### src/rtl/ram_loader.sv
// Streams bytes into the 256x16 RAM as high-first 16-bit words at consecutive addresses.
// Optional readback check after every write when LOADER_VERIFY_EN is defined.
module ram_loader #(
  parameter logic [7:0] START_ADDR = 8'h00,
  parameter logic [7:0] LAST_ADDR  = 8'hFF
) (
  input  logic        clk,
  input  logic        rst,
  input  logic        start,
  input  logic        stop,
  input  logic        byte_valid,
  input  logic [7:0]  byte_data,
  output logic        byte_ready,
  output logic        ram_we,
  output logic [7:0]  ram_addr,
  output logic [15:0] ram_wdata,
  input  logic [15:0] ram_rdata,
  output logic        busy,
  output logic        done,
  output logic        err,
  output logic [8:0]  word_cnt
);

`ifdef LOADER_VERIFY_EN
  typedef enum logic [2:0] {IDLE, GET_HI, GET_LO, WRITE, VERIFY, DONE} state_t;
`else
  typedef enum logic [2:0] {IDLE, GET_HI, GET_LO, WRITE, DONE} state_t;
`endif

  state_t      state_reg, state_next;
  logic [7:0]  addr_reg, addr_next;
  logic [15:0] wdata_reg, wdata_next;
  logic [8:0]  cnt_reg, cnt_next;
  logic        advance;

`ifdef LOADER_VERIFY_EN
  logic        err_reg, err_next;
`endif

  always_ff @(posedge clk or negedge rst) begin
    if (!rst) begin
      state_reg <= IDLE;
      addr_reg  <= 8'h00;
      wdata_reg <= 16'h0000;
      cnt_reg   <= 9'd0;
`ifdef LOADER_VERIFY_EN
      err_reg   <= 1'b0;
`endif
    end else begin
      state_reg <= state_next;
      addr_reg  <= addr_next;
      wdata_reg <= wdata_next;
      cnt_reg   <= cnt_next;
`ifdef LOADER_VERIFY_EN
      err_reg   <= err_next;
`endif
    end
  end

  always_comb begin
    state_next = state_reg;
    addr_next  = addr_reg;
    wdata_next = wdata_reg;
    cnt_next   = cnt_reg;
    advance    = 1'b0;
`ifdef LOADER_VERIFY_EN
    err_next   = err_reg;
`endif
    case (state_reg)
      IDLE: begin
        if (start) begin
          addr_next  = START_ADDR;
          cnt_next   = 9'd0;
`ifdef LOADER_VERIFY_EN
          err_next   = 1'b0;
`endif
          state_next = GET_HI;
        end
      end
      GET_HI: begin
        // stop only ends a load on a word boundary, so it outranks a pending byte here
        if (stop) begin
          state_next = DONE;
        end else if (byte_valid) begin
          wdata_next[15:8] = byte_data;
          state_next       = GET_LO;
        end
      end
      GET_LO: begin
        if (byte_valid) begin
          wdata_next[7:0] = byte_data;
          state_next      = WRITE;
        end
      end
      WRITE: begin
`ifdef LOADER_VERIFY_EN
        state_next = VERIFY;
`else
        advance    = 1'b1;
`endif
      end
`ifdef LOADER_VERIFY_EN
      VERIFY: begin
        if (ram_rdata != wdata_reg) begin
          err_next   = 1'b1;
          state_next = DONE;
        end else begin
          advance    = 1'b1;
        end
      end
`endif
      DONE: state_next = IDLE;
      default: state_next = IDLE;
    endcase

    // address is held at LAST_ADDR rather than wrapping back to 8'h00
    if (advance) begin
      cnt_next = cnt_reg + 9'd1;
      if (addr_reg == LAST_ADDR || stop) begin
        state_next = DONE;
      end else begin
        addr_next  = addr_reg + 8'd1;
        state_next = GET_HI;
      end
    end
  end

  assign byte_ready = (state_reg == GET_HI) || (state_reg == GET_LO);
  assign ram_we     = (state_reg == WRITE);
  assign busy       = (state_reg != IDLE);
  assign done       = (state_reg == DONE);
  assign ram_addr   = addr_reg;
  assign ram_wdata  = wdata_reg;
  assign word_cnt   = cnt_reg;

`ifdef LOADER_VERIFY_EN
  assign err = err_reg;
`else
  logic unused_rdata;
  assign unused_rdata = ^ram_rdata;
  assign err = 1'b0;
`endif

endmodule

### config.mk
export PLATFORM = sky130hd
export DESIGN_NAME = ram_loader
export DESIGN_NICKNAME = d
export VERILOG_FILES = /design/src/rtl/ram_loader.sv
export SDC_FILE = /design/constraint.sdc
export NUM_CORES = 1
export LEC_CHECK = 0
export BUFFER_PORTS_ARGS = -buffer_cell sky130_fd_sc_hd__buf_2
export CORE_MARGIN = 2
export CORE_UTILIZATION = 50
export DETAILED_ROUTE_END_ITERATION = 6
export MAX_ROUTING_LAYER = met4
export PLACE_DENSITY = 0.82
export RECOVER_POWER = 50
export SLEW_MARGIN = 20
export SYNTH_ARGS = -nofsm -noshare
export SYNTH_HDL_FRONTEND = slang
export SYNTH_SLANG_ARGS = --single-unit
### constraint.sdc
create_clock -name clk -period 5.1 [get_ports clk]
set_clock_uncertainty 0.1 [all_clocks]
set_input_delay 0.51 -clock clk [delete_from_list [all_inputs] [get_ports clk]]
set_output_delay 0.51 -clock clk [all_outputs]
set_load 0.01 [all_outputs]
==> out/results.txt <==
Status: complete, but fails checks
Failing checks: max-capacitance violations, max-slew violations
Root Driver: clkbuf_4
Core box area: 3337 um^2
Dominant synthesized flop cell: dfrtp_1
Reg-to-reg critical path startpoint: ram_addr[0]$_DFF_PN0_
Die height: 62.75 um
Placed cells: 243
Flop pwr share: 0.498
CTS Hold Buffers Added: 0
Avg Inst Size Synth: 11.13 um^2
Post-CTS sizing: 0
Least-Margin Pin Slew: 1874 ps
Later-pin clock latency in the skew report: 340 ps
Sw frac: 0.3670
Synth-to-layout area growth: 16.03%
CP arrival: 1500 ps
Setup TNS: 0 ps
Sequential area share after synthesis: 0.5221
Placer Congestion: 0.7596
# port buffers: 49
Total power draw: 886.5 uW
Longest Clk Path Bufs: 2
Commonest non-fill, non-tap cell in the layout: dfrtp_1
Post-Syn Instances: 155
Final cell count without fillers: 250
Final WL: 3451 um
Clk pin slew, worst setup/hold paths: 100 ps
Final period utilization: 0.4130
Total CTS buffers: 5
CP endpoint: ram_we
Drt initial violations: 60
Layout cells sized above 1: 0.3088
Minimum clock period: 2106 ps
CTS sink cnt: 36
Crit-path slowest cell: dfrtp_1
RSZ-0062 raised after global routing: no
F_max: 0.4748 GHz
Power Dens Cells: 442.8 nW/um^2
M1 GR Usage: 0.2347
Setup Fix Bufs, Post-CTS: 0
Vias: 1,378
Pin count of the biggest net entering global routing: 37
First-pass GRT wire length: 5934 um
Internal cell power: 561.2 uW
Crit Path Max Fanout: 11
Ordered list of cells on the worst path: nand3b_4 > clkinv_2 > buf_2
Die area: 3937 um^2
Via density: 5.512
Setup-failing EPs final: 0
Switching power total: 325.3 uW
Hold WC Path Type: primary input to register
Critical path's largest stage delay: 540 ps
DRC: 0
GR Util met2: 0.3185
HPWL Detailed: 2437 um
# fillers: 316
Reg-to-Reg End: ram_addr[2]$_DFF_PN0_
Number of detailed-route iterations in the first pass: 4
Most frequent cells in the layout: dfrtp_1, buf_2, clkbuf_1, mux2_2, nand2_1
Global route hottest layer: met2
# nets final: 235
Routing usage on met3: 0.06847
Final Max Slew Viols: 37
Site Rows: 21
WL per Instance: 13.80 um
Die width: 62.75 um
Congestion Overflow GR: 0
ANT cells: 0
Final hold slack: 307.1 ps
Max Cap Violations: 1
FF+latch count, synth: 36
R2R depth: 5
Ys async rst share: 1.000
Total global-route track usage: 0.1993
Post-route ant nets: 0
R2R setup slack: 3090 ps
CTS tree: done
Critical path required time: 4490 ps
Critical Path Start: state_reg[2]$_DFFE_PN0P_
Synth warnings: 0
Vias in the first global route: 1,295
Worst slew margin: -0.2492
Comb pwr share: 0.344
H-tree depth: 2
Synth Cell Area: 1725 um^2
EDFF count, synth: 0
CP Launch Type: register
Syn Nets: 186
Max FFs per register: 16
Clock share of power: 0.158
Worst Setup End Kind: output port
Io pins: 67
Final hold viol count: 0
Starting Density: 0.5171
P_leak: 0.0009570 uW
Post-synthesis cell type count: 40
Maximum VDD drop: 0.2855 mV
Crit Path Category: register to output port
Antenna violations before repair: 0
through the flow:
| stage | utilization | setup slack [ps] | cell area [um^2] |
|---|---|---|---|
| CTS | 0.6067 | 2995 | 2024 |
| global route | 0.5999 | 2872 | 2002 |
| floorplan | - | 3405 | 1725 |
| finish | 0.5999 | 2994 | 2002 |
| detailed placement | 0.5928 | 3141 | 1978 |
| global placement | 0.5928 | 3160 | 1978 |
cells in the mapped netlist, types with 2 or more instances:
library cell	number	area [um^2]
a21oi_1	4	20.02
a31o_2	2	17.52
a31oi_1	3	18.77
and3_1	2	12.51
buf_2	4	20.02
buf_6	2	22.52
dfrtp_1	36	900.9
ha_1	2	25.02
inv_1	4	15.01
mux2_2	16	180.2
mux2i_1	2	20.02
nand2_1	13	48.80
nand2b_1	3	18.77
nand3_1	11	55.05
nand4_1	4	25.02
nor2_1	4	15.01
o211ai_1	2	15.01
o21ai_0	7	35.03
o21ai_1	8	40.04
o31a_1	2	17.52
o31ai_1	2	15.01
or3_1	4	25.02
worst min-delay path by stage:
stage,from,to,slack (ps),cells after the start
finish,byte_data[5],ram_wdata[5]$_DFFE_PN0P_,310,2
global placement,word_cnt[8]$_DFFE_PN0P_,word_cnt[8]$_DFFE_PN0P_,360,1
floorplan,rst,ram_addr[0]$_DFF_PN0_,110,0
CTS,rst,word_cnt[8]$_DFFE_PN0P_,160,1
detailed placement,word_cnt[8]$_DFFE_PN0P_,word_cnt[8]$_DFFE_PN0P_,380,1
global route,byte_data[5],ram_wdata[5]$_DFFE_PN0P_,290,2
layout make-up:
class                           instances  area (um^2)  area share
Timing Repair Buffer                   49        222.7      0.1113
Inverter                                5        20.02     0.01000
Clock buffer                            6        41.29     0.02063
Sequential cell                        36        900.9      0.4500
Multi-Input combinational cell        107        754.5      0.3769
Tap cell                               46        57.56     0.02875
Clock inverter                          1        5.005    0.002500
worst max-delay path: cells and delay by family, from the launching register on:
family | cells | cell delay [ps]
DFF | 1 | 540
buffers and inverters | 2 | 330
and+or+nand+nor | 1 | 280
power groups by stage:
stage / combinational, uW / sequential, uW / clock (uW)
finish: 305 / 441 / 140
global route: 342 / 456 / 160
CTS: 328 / 441 / 146
detailed placement: 328 / 444 / 0
global placement: 319 / 439 / 0
floorplan: 204 / 454 / 0
layer usage:
metal	part of all wire	up-vias
met5	0	-
li1	-	660
met1	0.45	658
met2	0.47	53
met3	0.058	7
met4	0.017	0
kinds of logic (layout without fill, tap and decap cells):
group | Yosys count | count (layout) | share of synthesized area
flip-flops | 36 | 36 | 0.5221
AO/OA/AOI/OAI | 34 | 34 | 0.1269
buffers and inverters | 12 | 61 | 0.04060
other | 1 | 1 | 0.002173
XOR/XNOR | 1 | 1 | 0.005077
adder cells (fa/ha/maj) | 2 | 2 | 0.01450
AND/OR/NAND/NOR | 51 | 51 | 0.1726
multiplexers | 18 | 18 | 0.1160
Power figures use the tool's default switching activity.
